$ cat config.mk
export PLATFORM = sky130hd
export DESIGN_NAME = gb_bus_responder
export DESIGN_NICKNAME = d
export VERILOG_FILES = /design/src/rtl/gb_bus_pkg.sv /design/src/rtl/gb_hram.sv /design/src/rtl/gb_bus_responder.sv
export SDC_FILE = /design/constraint.sdc
export NUM_CORES = 1
export LEC_CHECK = 0
export ABC_CLOCK_PERIOD_IN_PS = 9720
export CELL_PAD_IN_SITES_DETAIL_PLACEMENT = 0
export CELL_PAD_IN_SITES_GLOBAL_PLACEMENT = 1
export CORE_MARGIN = 2
export CORE_UTILIZATION = 40
export CTS_CLUSTER_DIAMETER = 120
export DETAILED_ROUTE_END_ITERATION = 12
export PLACE_DENSITY = 0.67
export SETUP_SLACK_MARGIN = 0.1
export SLEW_MARGIN = 20
export SYNTH_ARGS = -nofsm -noshare
export SYNTH_HDL_FRONTEND = slang
export SYNTH_HIERARCHICAL = 1
export SYNTH_SLANG_ARGS = --single-unit
$ cat constraint.sdc
create_clock -name clk -period 9.72 [get_ports clk]
set_clock_uncertainty 0.1 [all_clocks]
set_input_delay 1.944 -clock clk [delete_from_list [all_inputs] [get_ports clk]]
set_output_delay 1.944 -clock clk [all_outputs]
set_load 0.005 [all_outputs]
$ cat src/rtl/gb_bus_pkg.sv
// gb_bus_pkg: shared FSM encoding, region decode and address constants for the GB bus responder
package gb_bus_pkg;

    localparam logic [1:0] ST_IDLE     = 2'd0;
    localparam logic [1:0] ST_EXT_WAIT = 2'd1;
    localparam logic [1:0] ST_IO_ACC   = 2'd2;
    localparam logic [1:0] ST_RESP     = 2'd3;

    typedef enum logic [1:0] {
        REG_EXT,
        REG_IO,
        REG_HRAM,
        REG_UNMAPPED
    } region_t;

    localparam logic [15:0] ECHO_BASE   = 16'hE000;
    localparam logic [15:0] ECHO_END    = 16'hFDFF;
    localparam logic [15:0] OAM_END     = 16'hFE9F;
    localparam logic [15:0] UNMAP_END   = 16'hFEFF;
    localparam logic [15:0] IO_END      = 16'hFF7F;
    localparam logic [15:0] IE_ADDR     = 16'hFFFF;
    localparam logic [15:0] ECHO_OFFSET = 16'h2000;
    localparam logic [7:0]  FILL_BYTE   = 8'hFF;
    localparam int          HRAM_DEPTH  = 127;

    // Ordered compare chain: each range starts right after the previous one ends.
    function automatic region_t decode_region(input logic [15:0] a);
        return (a <= ECHO_END)                  ? REG_EXT :
               (a <= OAM_END)                   ? REG_IO :
               (a <= UNMAP_END)                 ? REG_UNMAPPED :
               (a <= IO_END || a == IE_ADDR)    ? REG_IO : REG_HRAM;
    endfunction

    // Echo RAM mirrors C000-DDFF.
    function automatic logic [15:0] ext_map(input logic [15:0] a);
        return (a >= ECHO_BASE) ? a - ECHO_OFFSET : a;
    endfunction

endpackage

$ cat src/rtl/gb_hram.sv
// gb_hram: 127x8 high RAM, synchronous write, asynchronous read, never cleared
module gb_hram
    import gb_bus_pkg::*;
(
    input  logic       clk,
    input  logic       we,
    input  logic [6:0] addr,
    input  logic [7:0] wdata,
    output logic [7:0] rdata
);

    logic [7:0] mem [0:HRAM_DEPTH-1];

    assign rdata = mem[addr];

    // Commit writes on the rising edge; contents deliberately survive reset.
    always_ff @(posedge clk) begin
        if (we) mem[addr] <= wdata;
    end

endmodule

$ cat src/rtl/gb_bus_responder.sv
// gb_bus_responder: decodes CPU bus requests to external memory, IO or HRAM and returns one response strobe
module gb_bus_responder
    import gb_bus_pkg::*;
#(
    parameter int unsigned WAIT_EXT = 2
) (
    input  logic        clk,
    input  logic        rst,
    input  logic        req_valid,
    input  logic        req_we,
    input  logic [15:0] req_addr,
    input  logic [7:0]  req_wdata,
    output logic        req_ready,
    output logic        rsp_valid,
    output logic [7:0]  rsp_rdata,
    output logic        ext_cs,
    output logic        ext_we,
    output logic [15:0] ext_addr,
    output logic [7:0]  ext_wdata,
    input  logic [7:0]  ext_rdata,
    output logic        io_sel,
    output logic        io_we,
    output logic [7:0]  io_addr,
    output logic [7:0]  io_wdata,
    input  logic [7:0]  io_rdata
);

    localparam logic [3:0] WAIT_INIT = 4'(WAIT_EXT);

    logic [1:0]  state_q, state_d;
    logic [15:0] addr_q, addr_d;
    logic        we_q, we_d;
    logic [7:0]  wdata_q, wdata_d;
    logic [7:0]  rdata_q, rdata_d;
    logic [3:0]  cnt_q, cnt_d;
    region_t     req_region;
    logic        accept;
    logic        ext_act;
    logic        io_act;
    logic [7:0]  hram_rdata;

    assign req_region = decode_region(req_addr);
    assign req_ready  = (state_q == ST_IDLE) && !rst;
    assign accept     = req_valid && req_ready;
    assign ext_act    = (state_q == ST_EXT_WAIT) && !rst;
    assign io_act     = (state_q == ST_IO_ACC) && !rst;

    assign rsp_valid  = (state_q == ST_RESP) && !rst;
    assign rsp_rdata  = rdata_q;
    assign ext_cs     = ext_act;
    assign ext_we     = ext_act && we_q;
    assign ext_addr   = ext_act ? ext_map(addr_q) : 16'h0000;
    assign ext_wdata  = wdata_q;
    assign io_sel     = io_act;
    assign io_we      = io_act && we_q;
    assign io_addr    = io_act ? addr_q[7:0] : 8'h00;
    assign io_wdata   = wdata_q;

    gb_hram u_hram (
        .clk   (clk),
        .we    (accept && req_we && req_region == REG_HRAM),
        .addr  (req_addr[6:0]),
        .wdata (req_wdata),
        .rdata (hram_rdata)
    );

    // Next-state logic: latch the request on accept, capture read data on entry to RESP.
    always_comb begin
        state_d = state_q;
        addr_d  = addr_q;
        we_d    = we_q;
        wdata_d = wdata_q;
        rdata_d = rdata_q;
        cnt_d   = cnt_q;
        case (state_q)
            ST_IDLE: begin
                if (accept) begin
                    addr_d  = req_addr;
                    we_d    = req_we;
                    wdata_d = req_wdata;
                    cnt_d   = WAIT_INIT;
                    state_d = (req_region == REG_EXT) ? ST_EXT_WAIT :
                              (req_region == REG_IO)  ? ST_IO_ACC : ST_RESP;
                    rdata_d = (req_region == REG_HRAM && !req_we) ? hram_rdata :
                              (req_region == REG_UNMAPPED || req_region == REG_HRAM) ? FILL_BYTE : rdata_q;
                end
            end
            ST_EXT_WAIT: begin
                cnt_d   = (cnt_q == 4'd0) ? cnt_q : cnt_q - 4'd1;
                state_d = (cnt_q == 4'd0) ? ST_RESP : ST_EXT_WAIT;
                rdata_d = (cnt_q == 4'd0) ? (we_q ? FILL_BYTE : ext_rdata) : rdata_q;
            end
            ST_IO_ACC: begin
                state_d = ST_RESP;
                rdata_d = we_q ? FILL_BYTE : io_rdata;
            end
            default: state_d = ST_IDLE;
        endcase
    end

    // State registers with synchronous reset; reset aborts any access in flight.
    always_ff @(posedge clk) begin
        if (rst) begin
            state_q <= ST_IDLE;
            addr_q  <= 16'h0000;
            we_q    <= 1'b0;
            wdata_q <= 8'h00;
            rdata_q <= FILL_BYTE;
            cnt_q   <= 4'd0;
        end else begin
            state_q <= state_d;
            addr_q  <= addr_d;
            we_q    <= we_d;
            wdata_q <= wdata_d;
            rdata_q <= rdata_d;
            cnt_q   <= cnt_d;
        end
    end

endmodule

# After elaboration in Yosys (flattened, before gate mapping)
# Memory sizes are Yosys's and may differ from the RTL's.
# Cells that the tools add are included.
# op_classes
n_mul	0
n_reduce_logical	22
n_bitwise	0
n_addsub	2
eq_ne	11
n_div	0
shifts	0
magnitude_cmp	5
n_mux	24
# op_table
op	n
$le A16 B16 Y1 const B	4
$mux W8	7
$mux W16	2
$pmux W8 S3	1
$eq A16 B16 Y1 const B	1
$ge A16 B16 Y1 const B	1
$sub A16 B14 Y16 const B	1
$mux W2	7
$logic_and A1 B1 Y1	10
$eq A2 B2 Y1 const B	4
$mux W4	2
$pmux W4 S2	1
$pmux W2 S3	1
$eq A2 B1 Y1 const B	2
$logic_not A2 Y1	2
$logic_not A4 Y1	1
$ne A2 B2 Y1 const B	2
$reduce_and A4 Y1	1
$sub A4 B1 Y4 const B	1
$mux W1	3
$ne A3 B1 Y1 const B	1
$reduce_and A3 Y1	1
$reduce_bool A3 Y1	1
$logic_not A1 Y1	2
4 further kinds	5
# word_totals
latchBits	0
mem_bits_rw	1016
wordCells	71
in_bits	44
regBits	39
output_inout_bits	54
mem_count	1
romBits	0
# memory_table
memory	depth	word_bits	read_ports	rd_clocked_by_memory_dff	write_ports	line_no	rtl
u_hram.mem	127	8	1	0	1	gb_hram.sv:12	logic [7:0] mem [0:HRAM_DEPTH-1];

# Depth between registers and ports, before layout
# Gate-level depths: netlist of run 1.
# logic_depth
word_depth	12
mapped_depth	14
depth_no_buf	9

# Cells and area by module
# Netlist of run 1, hierarchy kept.
# modules_own_cells
module	cells_per_inst	seq_area_each_um2	instances	area_each_um2
gb_hram	2367	30509.3	1	39561.7
gb_bus_responder	273	780.7	1	2129.5

# Worst setup path after synthesis of run 1
# No wires, ideal clock.
# synth_path
path_kind	input to output
start	input port rst
end	output port ext_addr[13]
path_slack_ns	4.929
n_path_buf	2
required_time_ns	7.676
stages	3
arrival_ns	2.747
cell_sequence	clkbuf_1 > clkbuf_1 > a2111oi_0
# synth_between
elab_chain_cells	3
# synth_lines
element	line_no	rtl
start: declaration	gb_bus_responder.sv:8	input logic rst,
$logic_not A1 Y1	gb_bus_responder.sv:45	assign ext_act = (state_q == ST_EXT_WAIT) && !rst;
$logic_and A1 B1 Y1	gb_bus_responder.sv:45	
$mux W16	gb_bus_responder.sv:52	assign ext_addr = ext_act ? ext_map(addr_q) : 16'h0000;
end: declaration	gb_bus_responder.sv:18	output logic [15:0] ext_addr,
# No other way between the ends.

# Worst setup path after layout of run 1
# layout_path
start	input port rst
end	memory u_hram.mem[93][7], enable pin
# layout_between
elab_chain_cells	7
# layout_lines
element	line_no	rtl
$logic_not A1 Y1	gb_bus_responder.sv:43	assign req_ready = (state_q == ST_IDLE) && !rst;
$logic_and A1 B1 Y1	gb_bus_responder.sv:43	
$logic_and A1 B1 Y1	gb_bus_responder.sv:44	assign accept = req_valid && req_ready;
$logic_and A1 B1 Y1 (2 in a row)	gb_bus_responder.sv:61	.we (accept && req_we && req_region == REG_HRAM),
$mux W1	gb_hram.sv:18	if (we) mem[addr] <= wdata;
$mux W1 (not written as such)	gb_hram.sv:18	
end: declaration	gb_hram.sv:12	
# No other way between the ends.

==> impl_summary.log, run 1 <==
[metrics] count of boundary I/O pins: 98
[metrics] setup violation total in the final timing report: 0
[metrics] post-route DRC violation count: 0
[metrics] DIE AREA: 107,000 sq um
[metrics] half-perimeter wire length after detailed placement: 80,800 um
[metrics] summed instance area of the synthesized netlist: 41,700 sq um
[metrics] clock root buffer: sky130_fd_sc_hd__clkbuf_16
[metrics] number of nets produced by synthesis: 2,692
[metrics] R2R setup slack: 4.36 ns
[metrics] setup repair after global routing missed its margin: false
[metrics] Data arrival, critical path: 7.15 ns
[metrics] pins over their slew limit: 0
[metrics] most used flip-flop cell after synthesis: sky130_fd_sc_hd__edfxtp_1
[metrics] sequential fraction of design power: 51.9%
[metrics] proportion of power drawn by combinational gates: 9.1%
[metrics] switching portion of total power: 23.8%
[metrics] most area-consuming cells after synthesis: sky130_fd_sc_hd__edfxtp_1 (73%), sky130_fd_sc_hd__a221oi_1 (4.0%), sky130_fd_sc_hd__mux2i_1 (2.7%), sky130_fd_sc_hd__nor2_1 (1.9%), sky130_fd_sc_hd__dfxtp_1 (1.9%)
[metrics] TritonCTS clock tree: done
[metrics] sort of element at the end of the critical path: register
[metrics] share of synthesized registers carrying an async set or reset: 0%
[metrics] floorplan die height: 327 um
[metrics] Clock power frac: 39.0%
[metrics] level count of the clock H-tree: 3
[metrics] Tmin final: 6.95 ns
[metrics] via count: 26,500
[metrics] vias in the first global route: 25,200
[metrics] number of I/O port buffers: 97
[metrics] IR drop worst, VDD: 0.122 mV
[metrics] worst min-delay path category: reg2reg
[metrics] post-CTS setup buffer count: 0
[metrics] placed standard-cell area: 44,000 sq um
[metrics] clock buffer count from CTS: 101
[metrics] final design utilization: 45.5%
[metrics] crit start category: input pin
[metrics] maximum number of pins on one net before global-route repair: 76
[metrics] number of DRC violations after detailed-routing iteration 0: 4,416
[metrics] PwrDens: 206 nW/um^2
[metrics] result of the run: finished clean
[metrics] effective utilization at floorplan: 40.3%
[metrics] floorplan row count: 118
[metrics] total number of yosys warnings: 6
[metrics] Sinks on Clock Net: 1,055
[metrics] CP Capture Point: u_hram/mem[93][7]$_DFFE_PP_
[metrics] final std cells w/o fill: 4,161
[metrics] Mapped Avg Cell Area: 15.8 sq um
[metrics] cell count after placement: 3,976
[metrics] maximum clock rate: 0.144 GHz
[metrics] Routed WL: 136,000 um
[metrics] Routability Congestion: 0.923
[metrics] portion of synthesized cell area occupied by the leading cell type: 73.2%
[metrics] insertion delay of the later-clocked pin in the worst-skew pair: 0.69 ns
[metrics] clock tree buffer depth: 3
[metrics] cell accounting for the most synthesized area: sky130_fd_sc_hd__edfxtp_1
[metrics] core area: 103,000 sq um
[metrics] Internal: 7410 uW
[metrics] Crit Path Class: in2reg
[metrics] Routed wire per std cell: 32.6 um
[metrics] number of vias per cell after detailed routing: 6.37
[metrics] Required @ worst endpoint: 9.92 ns
[metrics] CTS clk-pin slew, worst paths: 0.06 ns
[metrics] number of violations of the max-capacitance limit: 0
[metrics] number of nets with antenna violations after routing: 0
[metrics] Post-Route Setup TNS: 0 ns
[metrics] share of cells above drive strength 1: 10.9%
[metrics] first element of the critical path: rst
[metrics] number of distinct library cells after synthesis: 75
[metrics] total gr overflow: 0
[metrics] register bit count reported by yosys: 1,055
[metrics] area of all placed cells without fillers: 47,100 sq um
[metrics] Switching Power: 2320 uW
[metrics] number of endpoints with negative hold slack in the final report: 0
[metrics] Die Width: 327 um
[metrics] antenna diode count: 0
[metrics] Worst-Margin Slew: 1.19 ns
[metrics] worst reg2reg path startpoint: state_q[0]$_SDFFE_PP0P_
[metrics] sequential fraction of the synthesis area: 75.1%
[metrics] drt first pass iters: 7
[metrics] worst hold slack: 0.366 ns
[metrics] Resized cells post-CTS: 0
[metrics] Layout Nets: 2,751
[metrics] Crit Path Max Fanout: 50
[metrics] area growth from synthesis to final layout: 13.0%
[metrics] share of the cycle needed by the critical path after routing: 71.5%
[metrics] end of the worst register-to-register path: u_hram/mem[93][7]$_DFFE_PP_
[metrics] Layout fillers: 8,894
[metrics] total routing usage reported by global routing: 24.9%
[metrics] CTS Hold Bufs: 0
[metrics] normalized max-slew margin: 18.5%
[metrics] Leak Pwr: 0.0147 uW
[metrics] number of enable-type register cells in the synthesized netlist: 1,016
[metrics] first-pass GRT wire length: 191,000 um
[metrics] initial antenna violation count: 3
[metrics] worst r2r path cells: 7
[metrics] Post-Syn Instances: 2,640
## per-layer routing
layer / wire [um] / share of wire, % / GRT usage (%) / vias up
met5: 26 / 0.019 / 0 / -
met4: 4420 / 3.3 / 8.19 / 4
met3: 16600 / 12 / 5.71 / 256
met2: 60600 / 45 / 37.6 / 1952
met1: 54100 / 40 / 35.8 / 13500
li1: - / - / - / 10800
## Yosys cell counts, drive strengths merged (6+ instances only)
library cell  instances
a221o                17
nor2b                16
clkbuf               83
buf                 126
nor3                 28
nand2b                7
o22ai                58
edfxtp             1016
a21oi               122
nand4                 6
o221ai               14
and2                 13
a22o                 43
a2111oi               7
a211oi                7
and3                 14
a22oi                73
o211ai                7
nor2                218
mux2                 18
dfxtp                39
mux4                 21
nand3                23
a221oi              193
o31ai                 6
o22a                 22
a31oi                11
nand2               130
o311ai                7
o21ai               107
inv                  13
mux2i               114
ha                    8
## worst max-delay path, stage by stage
cell                              delay [ns]
sky130_fd_sc_hd__clkdlybuf4s50_1        0.40
sky130_fd_sc_hd__buf_4                  0.22
sky130_fd_sc_hd__inv_2                  0.46
sky130_fd_sc_hd__and3_2                 0.86
sky130_fd_sc_hd__nand2_1                0.17
sky130_fd_sc_hd__nor3_1                 0.92
sky130_fd_sc_hd__nand3_2                1.16
sky130_fd_sc_hd__nor2_1                 0.98
## power by group through the flow
stage	clock network, uW	registers, uW	logic, uW
floorplan	0	5150	464
global placement	0	5140	861
detailed placement	0	5150	867
CTS	3830	5050	870
global route	4000	5050	932
finish	3790	5050	884
## worst min-delay path by stage
stage	from	endpoint	slack, ns	cells past startpoint
after floorplan	addr_q[0]$_SDFFE_PP0P_	addr_q[0]$_SDFFE_PP0P_	0.33	2
after global routing	addr_q[1]$_SDFFE_PP0P_	addr_q[1]$_SDFFE_PP0P_	0.39	2
final	ext_wdata[6]$_SDFFE_PP0P_	ext_wdata[6]$_SDFFE_PP0P_	0.37	2
after global placement	addr_q[4]$_SDFFE_PP0P_	addr_q[4]$_SDFFE_PP0P_	0.35	2
after CTS	addr_q[4]$_SDFFE_PP0P_	addr_q[4]$_SDFFE_PP0P_	0.37	2
after detailed placement	addr_q[4]$_SDFFE_PP0P_	addr_q[4]$_SDFFE_PP0P_	0.36	2
## flip-flops by register name, indices dropped and copies added, names as in the netlist
register	cells
state_q	2
rsp_rdata	8
addr_q	16
we_q	1
u_hram/mem	1016
ext_wdata	8
cnt_q	4
## cell families (layout without fill, tap and decap cells)
group	count (synthesis)	in the layout	share of synthesized area, %
and+or+nand+nor	475	475	5.07
muxes	153	153	4.36
AOI/OAI and AO/OA	724	724	12.6
buffers and inverters	223	364	2.65
xor gates and xnor gates	2	2	0.0420
DFF	1055	1055	75.1
adders and majority gates	8	8	0.240
## cells in the final DEF (no fill, tap or decap), types with 73 or more instances in the layout
cell and instances:
sky130_fd_sc_hd__clkdlybuf4s50_1 86, sky130_fd_sc_hd__nand2_1 125, sky130_fd_sc_hd__a22oi_1 73, sky130_fd_sc_hd__mux2i_1 114, sky130_fd_sc_hd__clkbuf_16 101, sky130_fd_sc_hd__a221oi_1 190
sky130_fd_sc_hd__edfxtp_1 1016, sky130_fd_sc_hd__nor2_1 214, sky130_fd_sc_hd__a21oi_1 122, sky130_fd_sc_hd__o21ai_0 76, sky130_fd_sc_hd__buf_4 73
## area by class of cell
type	instances	area (sq um)	area share, %
inverters	14	53.8	0.114
repair buffers	165	1510	3.20
clock inverters	67	557	1.18
multi-input cells	1362	9390	19.9
well taps	1380	1730	3.66
flip-flops and latches	1055	31300	66.4
clock buffers	118	2600	5.52
## through the flow
stage                     power, uW  worst slack (ns)
final                          9730              2.77
after floorplan                5610              4.93
after CTS                      9750              2.93
after global placement         6010              2.37
after detailed placement       6010              2.24
after global routing           9990              2.62
Power figures use the tool's default switching activity.
==> run 2: changes to the inputs <==
- ABC_CLOCK_PERIOD_IN_PS: 9720 -> 6730
- clock period: 9.72 -> 6.73 ns (I/O delays scaled with it)
==> run 2 against run 1 <==
Clock power up 59%. Flip-flop and latch count is the same. Power rose by 50%. First-iteration DRC count down 19%. Clock-buffer cell count up 8. Critical path depth increased by 3. Wire length down 3.7%. Highest routed layer unchanged.
==> impl_summary.log, run 2 (same netlist as run 1, synthesis figures left out) <==
[metrics] result of the run: finished clean
[metrics] flip-flop count of the largest register after layout: 1,016
[metrics] first-pass GRT wire length: 188,000 um
[metrics] via count: 26,300
[metrics] effective utilization at floorplan: 40.3%
[metrics] PwrDens: 303 nW/um^2
[metrics] number of endpoints with negative hold slack in the final report: 0
[metrics] CTS Hold Bufs: 0
[metrics] TritonCTS clock tree: done
[metrics] commonest cells after routing, fill and taps aside: sky130_fd_sc_hd__edfxtp_1 (1,016), sky130_fd_sc_hd__nor2_1 (214), sky130_fd_sc_hd__a221oi_1 (190), sky130_fd_sc_hd__buf_4 (150), sky130_fd_sc_hd__nand2_1 (129)
[metrics] worst-path cell chain: clkbuf_8 -> buf_4 -> mux2i_1 -> o22ai_1 -> a221o_1 -> a221oi_1 -> o22ai_1 -> nor4b_1 -> o311ai_1 -> o22a_1 -> o31a_1
[metrics] Resized cells post-CTS: 0
[metrics] Most common cell on crit path: sky130_fd_sc_hd__o22ai_1
[metrics] DIE AREA: 107,000 sq um
[metrics] Switching Power: 3410 uW
[metrics] antenna diode count: 0
[metrics] Sinks on Clock Net: 1,055
[metrics] Tmin final: 4.90 ns
[metrics] IR drop worst, VDD: 0.208 mV
[metrics] pins over their slew limit: 0
[metrics] area growth from synthesis to final layout: 15.3%
[metrics] clock tree buffer depth: 3
[metrics] clock root buffer: sky130_fd_sc_hd__clkbuf_16
[metrics] total routing usage reported by global routing: 24.1%
[metrics] number of nets with antenna violations after routing: 0
[metrics] core area: 103,000 sq um
[metrics] initial antenna violation count: 3
[metrics] share of cells above drive strength 1: 13.3%
[metrics] sort of element at the end of the critical path: register
[metrics] Hold Path Depth: 2
[metrics] setup violation total in the final timing report: 0
[metrics] startpoint of the most critical hold path: addr_q[7]$_SDFFE_PP0P_
[metrics] Routed wire per std cell: 30.7 um
[metrics] Data arrival, critical path: 5.38 ns
[metrics] number of vias per cell after detailed routing: 6.20
[metrics] Layout Nets: 2,832
[metrics] worst reg2reg path startpoint: state_q[0]$_SDFFE_PP0P_
[metrics] Required @ worst endpoint: 7.21 ns
[metrics] count of boundary I/O pins: 98
[metrics] post-route DRC violation count: 0
[metrics] number of DRC violations after detailed-routing iteration 0: 3,569
[metrics] post-CTS setup buffer count: 0
[metrics] half-perimeter wire length after detailed placement: 81,600 um
[metrics] worst min-delay path category: reg2reg
[metrics] setup repair after global routing missed its margin: false
[metrics] maximum number of pins on one net before global-route repair: 93
[metrics] end of the worst register-to-register path: u_hram/mem[88][5]$_DFFE_PP_
[metrics] largest incremental delay on the critical path: 0.81 ns
[metrics] maximum clock rate: 0.204 GHz
[metrics] crit start category: input pin
[metrics] drt first pass iters: 6
[metrics] Worst-Margin Slew: 1.20 ns
[metrics] floorplan row count: 118
[metrics] number of violations of the max-capacitance limit: 0
[metrics] Leak Pwr: 0.0153 uW
[metrics] total gr overflow: 0
[metrics] Post-Route Setup TNS: 0 ns
[metrics] share of the cycle needed by the critical path after routing: 72.8%
[metrics] Crit Path Max Fanout: 37
[metrics] worst r2r path cells: 10
[metrics] level count of the clock H-tree: 3
[metrics] Routed WL: 131,000 um
[metrics] R2R setup slack: 2.88 ns
[metrics] crit path max-delay cell type: sky130_fd_sc_hd__a221oi_1
[metrics] sequential fraction of design power: 50.1%
[metrics] cell count after placement: 4,053
[metrics] endpoint of the worst hold path: addr_q[7]$_SDFFE_PP0P_
[metrics] register with the highest flop count: u_hram/mem
[metrics] CTS clk-pin slew, worst paths: 0.06 ns
[metrics] Die Width: 327 um
[metrics] insertion delay of the later-clocked pin in the worst-skew pair: 0.69 ns
[metrics] most frequent standard cell in the layout excluding fill and tap cells: sky130_fd_sc_hd__edfxtp_1
[metrics] proportion of power drawn by combinational gates: 8.6%
[metrics] Routability Congestion: 0.939
[metrics] Internal: 11,200 uW
[metrics] final std cells w/o fill: 4,247
[metrics] largest registers in the final layout: u_hram/mem: 1016 flops, addr_q: 16 flops
[metrics] normalized max-slew margin: 19.7%
[metrics] switching portion of total power: 23.4%
[metrics] floorplan die height: 327 um
[metrics] number of I/O port buffers: 97
[metrics] vias in the first global route: 25,800
[metrics] clock buffer count from CTS: 105
[metrics] sum of buffers and inverters on the critical path: 2
[metrics] family with the most delay on the worst path: compound AO/OA/AOI/OAI gates
[metrics] Crit Path Class: in2reg
[metrics] Clock power frac: 41.3%
-- run 2: cell types whose count changed in the layout (fill, tap and decap cells not counted), sizes merged --
cell / change
buf: +77
clkinv: -5
bufinv: +8
clkbuf: +8
clkinvlp: +1
inv: -3
-- run 2: worst min-delay path: stages (launching register included) --
cell and delay, ns:
sky130_fd_sc_hd__dfxtp_1 0.32, sky130_fd_sc_hd__nand2_1 0.06, sky130_fd_sc_hd__o21ai_1 0.05
-- run 2: cell type report --
class	count	area [sq um]
tap	1380	1730
inverter	14	53.8
fill	8811	55400
timing repair buffer	242	2090
clock inverter	68	818
multi-input combinational	1362	9350
clock buffer	126	2750
sequential	1055	31300
-- run 2: through the flow --
step / cell area, sq um / hold WS (ns) / total power [uW] / util [%] / setup slack [ns]
after global routing: 48100 / 0.394 / 15000 / 46.5 / 1.86
after floorplan: 41700 / 0.332 / 8100 / - / 2.62
after CTS: 48100 / 0.366 / 14600 / 46.5 / 2.01
final: 48100 / 0.368 / 14600 / 46.5 / 1.83
after global placement: 44500 / 0.353 / 8650 / 43.0 / 1.38
after detailed placement: 44500 / 0.358 / 8670 / 43.0 / 1.34
-- run 2: metal layers --
metal,routed length [um],track usage [%],vias up
li1,-,-,10900
met1,52800,33.8,13500
met2,59800,37.5,1656
met3,13600,5.04,263
met4,4320,7.93,4
met5,34,0,-
-- run 2: worst max path at each step --
stage	from	endpoint	cells past startpoint
2_1_floorplan	rst	u_hram/mem[99][0]$_DFFE_PP_	11
3_3_place_gp	req_addr[2]	rsp_rdata[0]$_SDFFE_PP1P_	11
3_5_place_dp	req_addr[2]	rsp_rdata[0]$_SDFFE_PP1P_	11
4_1_cts	rst	ext_addr[13]	4
5_1_grt	req_addr[5]	u_hram/mem[88][7]$_DFFE_PP_	9
6_report	req_addr[1]	rsp_rdata[7]$_SDFFE_PP1P_	11
-- run 2: power groups by stage --
stage	clock, uW	combinational [uW]	sequential [uW]
floorplan	0	671	7430
global placement	0	1220	7430
detailed placement	0	1230	7440
CTS	6090	1240	7300
global route	6330	1330	7300
finish	6020	1250	7300
